`src/rtl/spi_flash_arbiter_if.sv`:
```
// Requester, controller and status signals of the two-port SPI flash arbiter.
// master = arbiter side, slave = requesters/controller side.
interface spi_flash_arbiter_if #(
  parameter int ADDR_W = 24,
  parameter int DATA_W = 8
);
  logic              rq0_req;
  logic              rq0_read;
  logic [ADDR_W-1:0] rq0_addr;
  logic [DATA_W-1:0] rq0_wdata;
  logic              rq0_ack;
  logic [DATA_W-1:0] rq0_rdata;
  logic              rq0_err;

  logic              rq1_req;
  logic              rq1_read;
  logic [ADDR_W-1:0] rq1_addr;
  logic [DATA_W-1:0] rq1_wdata;
  logic              rq1_ack;
  logic [DATA_W-1:0] rq1_rdata;
  logic              rq1_err;

  logic              mem_cs;
  logic              mem_read;
  logic [ADDR_W-1:0] mem_addr;
  logic [DATA_W-1:0] mem_wdata;
  logic              mem_ready;
  logic [DATA_W-1:0] mem_rdata;

  logic              busy;
  logic              gnt_id;

  modport master (
    input  rq0_req, rq0_read, rq0_addr, rq0_wdata,
    input  rq1_req, rq1_read, rq1_addr, rq1_wdata,
    input  mem_ready, mem_rdata,
    output rq0_ack, rq0_rdata, rq0_err,
    output rq1_ack, rq1_rdata, rq1_err,
    output mem_cs, mem_read, mem_addr, mem_wdata,
    output busy, gnt_id
  );

  modport slave (
    output rq0_req, rq0_read, rq0_addr, rq0_wdata,
    output rq1_req, rq1_read, rq1_addr, rq1_wdata,
    output mem_ready, mem_rdata,
    input  rq0_ack, rq0_rdata, rq0_err,
    input  rq1_ack, rq1_rdata, rq1_err,
    input  mem_cs, mem_read, mem_addr, mem_wdata,
    input  busy, gnt_id
  );
endinterface

```
`src/rtl/spi_flash_arbiter.sv`:
```
// Two-port round-robin sequencer sharing one SPI flash controller.
// Define SPI_ARB_TIMEOUT_EN for the WAIT timeout with error ack.
module spi_flash_arbiter #(
  parameter int ADDR_W      = 24,
  parameter int DATA_W      = 8,
  parameter int TIMEOUT_CYC = 4096
) (
  input logic                 clk,
  input logic                 rst,
  spi_flash_arbiter_if.master bus
);

  typedef enum logic [1:0] {
    IDLE,
    ISSUE,
    WAIT,
    DONE
  } state_t;

  state_t state;
  state_t state_nx;

  logic last_grant;
  logic gnt;
  logic gnt_nx;
  logic grant_en;
  logic finish;
  logic req0;
  logic req1;
  logic to_hit;

  logic              cs;
  logic              rd;
  logic              busy;
  logic              ack0;
  logic              ack1;
  logic              err0;
  logic              err1;
  logic [ADDR_W-1:0] addr;
  logic [DATA_W-1:0] wdata;
  logic [DATA_W-1:0] rdata0;
  logic [DATA_W-1:0] rdata1;

`ifdef SPI_ARB_TIMEOUT_EN
  logic [15:0] cnt;
  logic        to_flag;

  assign to_hit = (state == WAIT) && !bus.mem_ready
                && (cnt == 16'(TIMEOUT_CYC - 1));

  always_ff @(posedge clk or negedge rst) begin
    if (!rst) begin
      cnt     <= '0;
      to_flag <= 1'b0;
      err0    <= 1'b0;
      err1    <= 1'b0;
    end else begin
      if (state == ISSUE)
        cnt <= '0;
      else if (state == WAIT)
        cnt <= cnt + 16'd1;
      if (finish)
        to_flag <= to_hit;
      err0 <= (state == DONE) && !gnt && to_flag;
      err1 <= (state == DONE) && gnt && to_flag;
    end
  end
`else
  logic unused_to;

  assign to_hit    = 1'b0;
  assign err0      = 1'b0;
  assign err1      = 1'b0;
  assign unused_to = |TIMEOUT_CYC;
`endif

  // A port whose ack is still visible is masked so a requester
  // dropping req on that ack cannot get a duplicate grant.
  always_comb begin
    state_nx = state;
    gnt_nx   = gnt;
    grant_en = 1'b0;
    finish   = 1'b0;
    req0     = bus.rq0_req && !ack0;
    req1     = bus.rq1_req && !ack1;
    unique case (state)
      IDLE: begin
        if (req0 || req1) begin
          grant_en = 1'b1;
          gnt_nx   = (req0 && req1) ? !last_grant : req1;
          state_nx = ISSUE;
        end
      end
      ISSUE: state_nx = WAIT;
      WAIT: begin
        if (bus.mem_ready || to_hit) begin
          finish   = 1'b1;
          state_nx = DONE;
        end
      end
      DONE: state_nx = IDLE;
      default: state_nx = IDLE;
    endcase
  end

  // Strobes follow the state one edge later, giving cs a
  // two-cycle low gap and ack one edge after DONE is entered.
  always_ff @(posedge clk or negedge rst) begin
    if (!rst) begin
      state      <= IDLE;
      last_grant <= 1'b1;
      gnt        <= 1'b0;
      cs         <= 1'b0;
      rd         <= 1'b0;
      busy       <= 1'b0;
      ack0       <= 1'b0;
      ack1       <= 1'b0;
      addr       <= '0;
      wdata      <= '0;
      rdata0     <= '0;
      rdata1     <= '0;
    end else begin
      state <= state_nx;
      busy  <= (state_nx != IDLE);
      cs    <= (state == ISSUE) || (state == WAIT);
      ack0  <= (state == DONE) && !gnt;
      ack1  <= (state == DONE) && gnt;
      if (grant_en) begin
        gnt        <= gnt_nx;
        last_grant <= gnt_nx;
        rd         <= gnt_nx ? bus.rq1_read : bus.rq0_read;
        addr       <= gnt_nx ? bus.rq1_addr : bus.rq0_addr;
        wdata      <= gnt_nx ? bus.rq1_wdata : bus.rq0_wdata;
      end
      if (finish && (rd || to_hit)) begin
        if (gnt)
          rdata1 <= to_hit ? '1 : bus.mem_rdata;
        else
          rdata0 <= to_hit ? '1 : bus.mem_rdata;
      end
    end
  end

  assign bus.mem_cs    = cs;
  assign bus.mem_read  = rd;
  assign bus.mem_addr  = addr;
  assign bus.mem_wdata = wdata;
  assign bus.busy      = busy;
  assign bus.gnt_id    = gnt;
  assign bus.rq0_ack   = ack0;
  assign bus.rq1_ack   = ack1;
  assign bus.rq0_rdata = rdata0;
  assign bus.rq1_rdata = rdata1;
  assign bus.rq0_err   = err0;
  assign bus.rq1_err   = err1;

endmodule

```
`src/flat_wrapper.sv`:
```
// flat-port wrapper written by rule: the top's interface ports become plain ports
module spi_flash_arbiter_flat 
#(
  parameter int ADDR_W      = 24,
  parameter int DATA_W      = 8,
  parameter int TIMEOUT_CYC = 4096
)
  (clk, rst, bus_rq0_req, bus_rq0_read, bus_rq0_addr, bus_rq0_wdata, bus_rq1_req, bus_rq1_read, bus_rq1_addr, bus_rq1_wdata, bus_mem_ready, bus_mem_rdata, bus_rq0_ack, bus_rq0_rdata, bus_rq0_err, bus_rq1_ack, bus_rq1_rdata, bus_rq1_err, bus_mem_cs, bus_mem_read, bus_mem_addr, bus_mem_wdata, bus_busy, bus_gnt_id);
  spi_flash_arbiter_if #(.ADDR_W(ADDR_W), .DATA_W(DATA_W)) bus_i ();
  input logic clk;
  input logic rst;
  input wire logic [$bits(bus_i.rq0_req)-1:0] bus_rq0_req;
  input wire logic [$bits(bus_i.rq0_read)-1:0] bus_rq0_read;
  input wire logic [$bits(bus_i.rq0_addr)-1:0] bus_rq0_addr;
  input wire logic [$bits(bus_i.rq0_wdata)-1:0] bus_rq0_wdata;
  input wire logic [$bits(bus_i.rq1_req)-1:0] bus_rq1_req;
  input wire logic [$bits(bus_i.rq1_read)-1:0] bus_rq1_read;
  input wire logic [$bits(bus_i.rq1_addr)-1:0] bus_rq1_addr;
  input wire logic [$bits(bus_i.rq1_wdata)-1:0] bus_rq1_wdata;
  input wire logic [$bits(bus_i.mem_ready)-1:0] bus_mem_ready;
  input wire logic [$bits(bus_i.mem_rdata)-1:0] bus_mem_rdata;
  output wire logic [$bits(bus_i.rq0_ack)-1:0] bus_rq0_ack;
  output wire logic [$bits(bus_i.rq0_rdata)-1:0] bus_rq0_rdata;
  output wire logic [$bits(bus_i.rq0_err)-1:0] bus_rq0_err;
  output wire logic [$bits(bus_i.rq1_ack)-1:0] bus_rq1_ack;
  output wire logic [$bits(bus_i.rq1_rdata)-1:0] bus_rq1_rdata;
  output wire logic [$bits(bus_i.rq1_err)-1:0] bus_rq1_err;
  output wire logic [$bits(bus_i.mem_cs)-1:0] bus_mem_cs;
  output wire logic [$bits(bus_i.mem_read)-1:0] bus_mem_read;
  output wire logic [$bits(bus_i.mem_addr)-1:0] bus_mem_addr;
  output wire logic [$bits(bus_i.mem_wdata)-1:0] bus_mem_wdata;
  output wire logic [$bits(bus_i.busy)-1:0] bus_busy;
  output wire logic [$bits(bus_i.gnt_id)-1:0] bus_gnt_id;
  assign bus_i.rq0_req = bus_rq0_req;
  assign bus_i.rq0_read = bus_rq0_read;
  assign bus_i.rq0_addr = bus_rq0_addr;
  assign bus_i.rq0_wdata = bus_rq0_wdata;
  assign bus_i.rq1_req = bus_rq1_req;
  assign bus_i.rq1_read = bus_rq1_read;
  assign bus_i.rq1_addr = bus_rq1_addr;
  assign bus_i.rq1_wdata = bus_rq1_wdata;
  assign bus_i.mem_ready = bus_mem_ready;
  assign bus_i.mem_rdata = bus_mem_rdata;
  assign bus_rq0_ack = bus_i.rq0_ack;
  assign bus_rq0_rdata = bus_i.rq0_rdata;
  assign bus_rq0_err = bus_i.rq0_err;
  assign bus_rq1_ack = bus_i.rq1_ack;
  assign bus_rq1_rdata = bus_i.rq1_rdata;
  assign bus_rq1_err = bus_i.rq1_err;
  assign bus_mem_cs = bus_i.mem_cs;
  assign bus_mem_read = bus_i.mem_read;
  assign bus_mem_addr = bus_i.mem_addr;
  assign bus_mem_wdata = bus_i.mem_wdata;
  assign bus_busy = bus_i.busy;
  assign bus_gnt_id = bus_i.gnt_id;
  spi_flash_arbiter #(.ADDR_W(ADDR_W), .DATA_W(DATA_W), .TIMEOUT_CYC(TIMEOUT_CYC)) u_core (.clk(clk), .rst(rst), .bus(bus_i));
endmodule
```
`config.mk`:
```
export PLATFORM = sky130hd
export DESIGN_NAME = spi_flash_arbiter_flat
export DESIGN_NICKNAME = d
export VERILOG_FILES = /design/src/rtl/spi_flash_arbiter_if.sv /design/src/rtl/spi_flash_arbiter.sv /design/src/flat_wrapper.sv
export SDC_FILE = /design/constraint.sdc
export NUM_CORES = 1
export LEC_CHECK = 0
export CAP_MARGIN = 20
export CORE_ASPECT_RATIO = 0.75
export CORE_UTILIZATION = 43
export CTS_CLUSTER_SIZE = 16
export DETAILED_ROUTE_END_ITERATION = 12
export PLACE_DENSITY = 0.81
export SYNTH_ARGS = -nofsm -noshare
export SYNTH_HDL_FRONTEND = slang
export SYNTH_SLANG_ARGS = --single-unit
```
`constraint.sdc`:
```
create_clock -name clk -period 2.05 [get_ports clk]
set_input_delay 0.41 -clock clk [delete_from_list [all_inputs] [get_ports clk]]
set_output_delay 0.41 -clock clk [all_outputs]
set_load 0.01 [all_outputs]
```
# Yosys cells after proc, flatten, opt, wreduce, memory -nomap -nowiden
# Index checks and enable logic that the tools add are counted.
dict set report word_totals {
  ff_bits 57
  in_bits 79
  wordCells 45
  out_inout_bits 56
}
dict set report classes {
  mux 13
  n_eq_ne 3
  bitwise_logic 1
  n_reduce_logical 16
}
# operator count
set ops {}
lappend ops {{24-bit 2-to-1 mux} 1}
lappend ops {{1-bit 2-to-1 mux} 8}
lappend ops {{8-bit 2-to-1 mux} 1}
lappend ops {{2-bit one-hot mux with 4 select lines} 1}
lappend ops {{1-bit logical AND} 6}
lappend ops {{2-bit == test, second input constant} 2}
lappend ops {{1-bit logical NOT} 4}
lappend ops {{2-bit 2-to-1 mux} 2}
lappend ops {{2-bit AND reduction} 2}
lappend ops {{2-bit by 1-bit == test with 1-bit output, second input constant} 1}
lappend ops {{2-bit logical NOT} 1}
lappend ops {{1-bit logical OR} 2}
lappend ops {{2-bit nonzero test} 1}
lappend ops {{1-bit NOT} 1}

# Logic depth before layout (Yosys ltp)
# Gate-level depths: netlist of the first run.
dict set report depth {
  depth_word 7
  mapped_depth 7
  depth_no_buf 5
}

# Worst setup path before layout of the first run
# OpenSTA, ideal clock, no wires.
dict set report synth_timing {
  path_kind {reg-to-reg}
  startpoint {register, netlist name u_core.bus.mem_cs}
  endpoint {register u_core.addr[0] (netlist: u_core.bus.mem_addr[0])}
  t_arrival_ns 1.533
  path_slack_ns 0.431
  stages_incl_launch_ff 7
  period_less_slack_ns 1.619
  required_time_ns 1.963
  setup_ns 0.087
  path_buffers 1
  cell_sequence {dfrtp_1 > inv_1 > ha_1 > inv_2 > clkbuf_1 > a2111oi_2 > a211oi_2}
}
# item line
set synth_rtl {}
lappend synth_rtl {{to (signal assigned)} spi_flash_arbiter.sv:132} ;# addr <= gnt_nx ? bus.rq1_addr : bus.rq0_addr;
lappend synth_rtl {{to (decl)} spi_flash_arbiter.sv:39} ;# logic [ADDR_W-1:0] addr;

# Worst setup path in the final report of the first run
dict set report layout_timing {
  startpoint {input bus_rq0_req}
  endpoint {register u_core.addr[16] (netlist: u_core.bus.mem_addr[16])}
}
dict set report layout_via {
  elab_chain_cells 6
  word_cells_on_any_way 9
  cone_classes {mux (6); reduce/logical (3)}
}
# item line
set layout_rtl {}
lappend layout_rtl {{from (decl)} flat_wrapper.sv:12} ;# input wire logic [$bits(bus_i.rq0_req)-1:0] bus_rq0_req;
lappend layout_rtl {{1-bit logical AND *} spi_flash_arbiter.sv:84} ;# req0 = bus.rq0_req && !ack0;
lappend layout_rtl {{1-bit logical AND} spi_flash_arbiter.sv:90} ;# gnt_nx = (req0 && req1) ? !last_grant : req1;
lappend layout_rtl {{1-bit 2-to-1 mux} spi_flash_arbiter.sv:90}
lappend layout_rtl {{1-bit 2-to-1 mux} spi_flash_arbiter.sv:88} ;# if (req0 || req1) begin
lappend layout_rtl {{1-bit 2-to-1 mux} spi_flash_arbiter.sv:86} ;# unique case (state)
lappend layout_rtl {{24-bit 2-to-1 mux} spi_flash_arbiter.sv:132}
# Mark *: on every way between the ends. The rest lies on a longest branch, timed or not.
# A chain may end at the register's enable or synchronous reset.

==> out/metrics.cfg, run 1 <==
[routing]
ant_nets = 0
drcViolationCount = 0
wl_per_cell_um = 17.9
first_iter_violations = 99
vias_per_cell = 5.52
dr_total_vias = 2687
finalWirelength_um = 8730
dr.pass1.iters = 4

[synth]
yosysMostFrequentCell = dfrtp_1
async_reset_ff_share_pct = 100
ys_types = 32
synth_edf_count = 0
seq_area_frac_synth_pct = 44.1
synth_cells = 260
netlist_top_cells_count = dfrtp_1 (55), inv_1 (35), nor4_1 (33)
synth.area.top_cells = dfrtp_1 (43%), a2111oi_2 (14%), a211oi_2 (12%), nor4_1 (6.5%), mux2_2 (5.7%)
synth_flop_cell = dfrtp_1
synth-seq-cells = 56
synthDominantCellAreaShare_pct = 43.3
syn_area_um2 = 3180
netlist.top_cell.by_area = dfrtp_1
ys_warn_count = 0
syn_avg_cell_area_um2 = 12.2

[floorplanning]
rows = 26
core_um2 = 6990
start_util_pct = 45.5
die_w_um = 101
die-area_um2 = 7750
num_io_pins = 135
die_height_um = 76.5

[final_layout]
area_growth_pct = 48.2
nets = 471
num-fill-cells = 544
diodes = 0
drive_gt1_share_pct = 28.3

[pwr]
ir_drop_mv = 0.728
power.density_nw_per_um2 = 1360
p_leak_nw = 1.82

[timing]
holdWs_ns = 0.0416
max_freq_ghz = 0.548
worstMarginPinSlew_ns = 0.636
setup_viol = 0
finalMaxSlewViolations = 0
min_period_over_period_pct = 89.0
layout_min_cycle_time_ns = 1.82
hold_viol = 0
setup-tns-final_ns = 0
finalClockSkew_ns = 0.00478
slew_headroom_pct = 57.5
grt_setup_unrepaired = no

[grt]
overflow = 0
grt_pass1_vias = 2723
grt_pass1_wl_um = 14100
track_usage_pct = 23.1
antenna_found_initial = 0
grt_start_max_net_pins = 39

[cts]
cts_made_buffers = 5
cts_tree = done
cts.sinks = 56
h-tree-depth = 2
clockBufferDepth = 2
cts-root-buf = clkbuf_8
path_clk_slew_ns = 0.11
clk_latency_ns = 0.31
postCtsSetupRepairBufs = 0

[critical_path]
worstSetupPathType = input pin to flop
crit_required_ns = 2.28
r2r-start = u_core.state[0]$_DFF_PN0_
cp-end-kind = flop
crit_fanout = 33
start_kind = input pin
rrSetupSlack_ns = 0.25
worstRegToRegCells = 5
reg2reg_to = u_core.bus.mem_addr[16]$_DFFE_PN0P_
critPathArrivalTime_ns = 2.05

[place]
dp_hpwl_um = 6070
gp_congestion = 0.747
io_buffer_count = 132

[hold_path]
hold_path.class = input pin to async pin

[outcome]
status = finished, final reports clean

[job]
cap_violations = 0

==> sequential cells by signal (all words and copies together), names as in the netlist <==
register and count:
u_core.bus.gnt_id 1, u_core.bus.mem_cs 1, u_core.bus.mem_read 1, u_core.last_grant 1, u_core.bus.rq0_ack 1, u_core.bus.rq1_ack 1
u_core.bus.rq0_rdata 8, u_core.bus.mem_wdata 8, u_core.bus.rq1_rdata 8, u_core.state 1, u_core.bus.mem_addr 24, u_core.bus.busy 1
==> final cells by class <==
| class | count | area, µm² | area share [%] |
|---|---|---|---|
| tap | 98 | 123 | 2.60 |
| multi-input combinational | 140 | 1490 | 31.5 |
| timing repair buffer | 149 | 1480 | 31.3 |
| clock inverter | 3 | 23.8 | 0.504 |
| sequential | 56 | 1400 | 29.8 |
| clock buffer | 5 | 68.8 | 1.46 |
| inverter | 36 | 135 | 2.87 |
==> placed cells by master (no fill, tap or decap), types with 2 or more instances in the layout <==
master           instances
buf_4                   14
nor4_1                  33
inv_1                   35
o21a_1                   2
dfrtp_1                 55
a211oi_2                30
clkdlybuf4s50_1        131
a2111oi_2               30
ha_1                     4
or3_1                    2
a211oi_1                 3
a2111oi_0                3
buf_12                   2
clkbuf_8                 5
mux2_2                  16
conb_1                   2
clkinvlp_4               2
==> cells by family after synthesis <==
logic type	count (synthesis)	synth area share, %
AND/OR/NAND/NOR	44	9.36
buffers and inverters	66	9.87
flip-flops	56	44.1
multiplexers	16	5.66
other	1	0.118
AO/OA/AOI/OAI	73	29.3
adder cells (fa/ha/maj)	4	1.57
==> metal layers <==
layer	up-vias	wire length [µm]	GRT usage, %
li1	1253	-	-
met1	1320	4060	32.3
met2	109	3970	37.0
met3	5	647	5.78
met4	0	46	3.04
met5	-	0	0
==> how the worst max path moves through the flow <==
stage	start	slack, ns	to
after floorplan	u_core.bus.mem_cs$_DFF_PN0_	0.43	u_core.bus.mem_addr[0]$_DFFE_PN0P_
after global placement	bus_rq0_req	-0.39	u_core.bus.mem_addr[14]$_DFFE_PN0P_
after detailed placement	bus_rq0_req	-0.44	u_core.bus.mem_addr[15]$_DFFE_PN0P_
after CTS	bus_rq0_req	0.0006	u_core.bus.mem_addr[7]$_DFFE_PN0P_
after global routing	u_core.state[0]$_DFF_PN0_	0.13	u_core.bus.mem_addr[14]$_DFFE_PN0P_
final	bus_rq0_req	0.23	u_core.bus.mem_addr[16]$_DFFE_PN0P_
==> metrics by stage <==
step | instance area [µm²] | instances | total power [mW] | setup slack [ns] | utilization [%]
after floorplan | 3190 | 261 | 4.15 | 0.431 | -
after global placement | 4600 | 477 | 5.69 | -0.385 | 65.7
after detailed placement | 4600 | 477 | 5.77 | -0.442 | 65.7
after CTS | 4700 | 486 | 6.44 | 0.000611 | 67.2
after global routing | 4710 | 487 | 6.80 | 0.133 | 67.4
final | 4710 | 487 | 6.40 | 0.226 | 67.4
==> power by group <==
part	internal [mW]	switching [mW]	total [mW]	leakage (nW)
logic	1.93	1.80	3.72	1.14
clock network	0.243	0.396	0.640	0.0404
registers	1.65	0.381	2.04	0.636
==> critical path, stage by stage <==
cell	delay (ns)
clkdlybuf4s50_1	0.53
buf_4	0.14
nand2b_2	0.18
a21o_4	0.46
a211oi_1	0.30
==> repair_timing <==
item / CTS / global route
gates resized for setup: 0 / 0
hold buffers: 0 / 0
setup endpoints to repair: 3 / 0
No activity file was read; power rests on OpenSTA's default activity.
==> run 2: changes to the inputs <==
ABC_AREA = 1   (was unset)
ABC_CLOCK_PERIOD_IN_PS = 2050   (was unset)
CORE_UTILIZATION = 41   (was 43)
PLACE_DENSITY = 0.8   (was 0.81)
==> run 2 against run 1 <==
Effect of this change:
- die area decreased by 5.4%
- sequential share of layout area increased by 3.0 points
- critical endpoint is now u_core.bus.mem_addr[17]$_DFFE_PN0P_
- first-iteration DRC count decreased by 4.0%
- the run now ends with DRC left
- critical path depth increased by 4
- non-clock buffer count decreased by 11
- wire length decreased by 19%
- total power decreased by 14%
- cell area decreased by 9.1%
- hold slack improved by 0.040 ns
==> out/metrics.cfg, run 2 <==
[cts]
postCtsSetupRepairBufs = 0  ; unchanged
cts.sinks = 56  ; unchanged
cts_made_buffers = 5  ; unchanged
cts-root-buf = clkbuf_8
clockBufferDepth = 2  ; unchanged
path_clk_slew_ns = 0.11  ; about the same
h-tree-depth = 2  ; unchanged
cts_resized = 0  ; unchanged
clk_latency_ns = 0.31  ; about the same
cts_tree = done
cts_hold_buf = 0  ; unchanged

[place]
dp_hpwl_um = 5100  ; -16%
io_buffer_count = 132  ; unchanged
pre_cts_slack_ns = 0.160  ; +0.602 ns
gp_congestion = 0.780  ; +4.5%

[synth]
synthMuxAreaShare_pct = 0  ; -5.7 points
synth_cells = 380  ; +46%
synth_edf_count = 0  ; unchanged
synthDominantCellAreaShare_pct = 48.0  ; +4.8 points
yosys.area_share.simple_pct = 23.4  ; +14 points
seq_area_frac_synth_pct = 49.0  ; +4.9 points
synth_flop_cell = dfrtp_1
netlist_top_cells_count = nand2_1 (145), inv_1 (85), dfrtp_1 (55)
synth_fa_ha_area_share_pct = 1.75  ; +0.17 points
synth_xor_area_share_pct = 0  ; unchanged
async_reset_ff_share_pct = 100  ; unchanged
synth_top_family_by_area = simple AND/OR/NAND/NOR gates
netlist.top_cell.by_area = dfrtp_1
synth-seq-cells = 56  ; unchanged
synth.area.top_cells = dfrtp_1 (48%), nand2_1 (19%), inv_1 (11%), a21oi_1 (5.8%), o21ai_0 (3.0%)
synth_compound_area_share_pct = 9.26  ; -20 points
yosysMostFrequentCell = nand2_1
ys_types = 25  ; -22%
ys_warn_count = 0  ; unchanged
syn_area_um2 = 2870  ; -9.9%
syn_avg_cell_area_um2 = 7.54  ; -38%

[floorplanning]
start_util_pct = 43.8  ; -1.7 points
num_io_pins = 135  ; unchanged
die_height_um = 74.4  ; -2.7%
die_w_um = 98.5  ; -2.8%
die-area_um2 = 7330  ; -5.4%
rows = 25  ; -3.8%
core_um2 = 6540  ; -6.5%

[timing]
setup-tns-final_ns = 0  ; unchanged
finalClockSkew_ns = 0.00971  ; +0.00493 ns
grt_setup_unrepaired = no
setup_viol = 0  ; unchanged
hold_viol = 0  ; unchanged
finalMaxSlewViolations = 0  ; unchanged
max_freq_ghz = 0.572  ; +4.3%
layout_min_cycle_time_ns = 1.75  ; -0.0746 ns
min_period_over_period_pct = 85.3  ; -3.6 points
setup_ws_ns = 0.301  ; +0.0746 ns

[grt]
overflow = 0  ; unchanged
grt_pass1_wl_um = 11600  ; -17%
grt_pass1_vias = 2499  ; -8.2%
track_usage_pct = 20.1  ; -3.0 points
grt_start_max_net_pins = 57  ; +46%
antenna_found_initial = 0  ; unchanged

[routing]
dr.pass1.iters = 8  ; +4
wl_per_cell_um = 12.0  ; -33%
finalWirelength_um = 7070  ; -19%
vias_per_cell = 4.46  ; -19%
drcViolationCount = 11  ; +11
dr_total_vias = 2636  ; -1.9%
ant_nets = 0  ; unchanged
first_iter_violations = 95  ; -4.0%

[pwr]
netSwitchingFraction_pct = 39.2  ; -1.0 points
ir_drop_mv = 0.663  ; -8.9%
switching_power_mw = 2.16  ; -16%
clockPowerShare_pct = 11.1  ; +1.1 points
p_leak_nw = 2.27  ; +25%
power.density_nw_per_um2 = 1290  ; -5.2%
internal_power_mw = 3.35  ; -12%
power_frac_comb_pct = 53.4  ; -4.8 points
p_seq_share_pct = 35.5  ; +3.7 points

[final_layout]
num-fill-cells = 562  ; +3.3%
drive_gt1_share_pct = 6.27  ; -22 points
area_growth_pct = 49.6
largest_register_ffs = 24  ; unchanged
final_common_cell = nand2_1
nets = 592  ; +26%
diodes = 0  ; unchanged
final_cell_mix = nand2_1 (145), clkdlybuf4s50_1 (131), inv_1 (85)

[outcome]
status = finished with violations
violations = DRC

[critical_path]
crit_fanout = 34  ; +3.0%
crit_required_ns = 2.25  ; -0.03 ns
critPathArrivalTime_ns = 1.95  ; -0.10 ns
crit_path_top_delay_cell = dfrtp_1
cpMostUsedCell = nand2_1
worstSetupPathType = flop to flop
path_cells = inv_1 -> ha_1 -> inv_1 -> nor2_2 -> nand2_4 -> nand2_4 -> nand2_1 -> nand2_1 -> nand2_1
cpPeakStageDelay_ns = 0.43  ; -0.10 ns
cp-end-kind = flop
start_kind = flop

[hold_path]
hold_path.class = input pin to async pin

[job]
cap_violations = 0  ; unchanged

## run 2: cell types whose count changed after synthesis, sizes merged, moves of 17 or more
| cell | before | now |
|---|---|---|
| inv | 36 | 86 |
| o21ai | 0 | 17 |
| nor4 | 33 | 0 |
| a21oi | 1 | 33 |
| nand2 | 0 | 159 |
| a2111oi | 33 | 0 |
| a211oi | 33 | 0 |
## run 2: cells by family after synthesis
logic type / Yosys count
and+or+nand+nor: 164
adders and majority gates: 4
other: 1
DFF: 56
AOI/OAI and AO/OA: 52
buffers and inverters: 103
## run 2: metal layers
metal / global-route usage (%) / share of wire (%) / vias up
li1: - / - / 1362
met1: 27.2 / 46 / 1154
met2: 33.0 / 43 / 111
met3: 5.08 / 9.3 / 9
met4: 4.48 / 0.99 / 0
met5: 0 / 0 / -
## run 2: final cells by class
cell class                 count  area (µm²)  share of cell area [%]
inverter                      86         323                    7.53
timing repair buffer         138        1370                    32.1
tap                           81         101                    2.36
clock inverter                 3        23.8                   0.555
clock buffer                   5        68.8                    1.61
multi-input combinational    222         992                    23.2
sequential                    56        1400                    32.7
## run 2: critical path: cells and delay by family (launching register included)
family | cells | cell delay, ns
flip-flops | 1 | 0.43
adder cells (fa/ha/maj) | 1 | 0.19
AND/OR/NAND/NOR | 6 | 0.83
buffers and inverters | 2 | 0.19
## run 2: power by group through the flow
stage / logic (mW) / clock network [mW] / registers [mW]
6_report: 2.94 / 0.614 / 1.96
5_1_grt: 3.27 / 0.678 / 2.02
3_5_place_dp: 2.97 / 0 / 1.96
2_1_floorplan: 1.42 / 0 / 2.17
4_1_cts: 2.98 / 0.631 / 1.96
3_3_place_gp: 2.89 / 0 / 1.96
## run 2: final timing paths
path	from	endpoint	slack, ns	cells past startpoint
worst max-delay path	u_core.state[0]$_DFF_PN0_	u_core.bus.mem_addr[17]$_DFFE_PN0P_	0.30	9
worst min-delay path	rst	u_core.bus.mem_addr[0]$_DFFE_PN0P_	0.08	2
worst max register to register	u_core.state[0]$_DFF_PN0_	u_core.bus.mem_addr[17]$_DFFE_PN0P_	0.30	9
worst min register to register	u_core.bus.mem_addr[3]$_DFFE_PN0P_	u_core.bus.mem_addr[3]$_DFFE_PN0P_	0.49	2
max in group asynchronous	rst	u_core.last_grant$_DFFE_PN1P_	1.67	2
min in group clk	u_core.bus.mem_addr[3]$_DFFE_PN0P_	u_core.bus.mem_addr[3]$_DFFE_PN0P_	0.49	2
## run 2: per-stage QoR
stage | hold slack [ns] | instance area (µm²) | std cells | total power [mW] | util [%]
after floorplan | 0.114 | 2870 | 381 | 3.60 | -
after global placement | 0.436 | 4190 | 583 | 4.85 | 64.1
after detailed placement | 0.435 | 4190 | 583 | 4.94 | 64.1
after CTS | 0.0983 | 4290 | 591 | 5.57 | 65.6
after global routing | 0.104 | 4290 | 591 | 5.97 | 65.6
final | 0.0815 | 4290 | 591 | 5.51 | 65.6
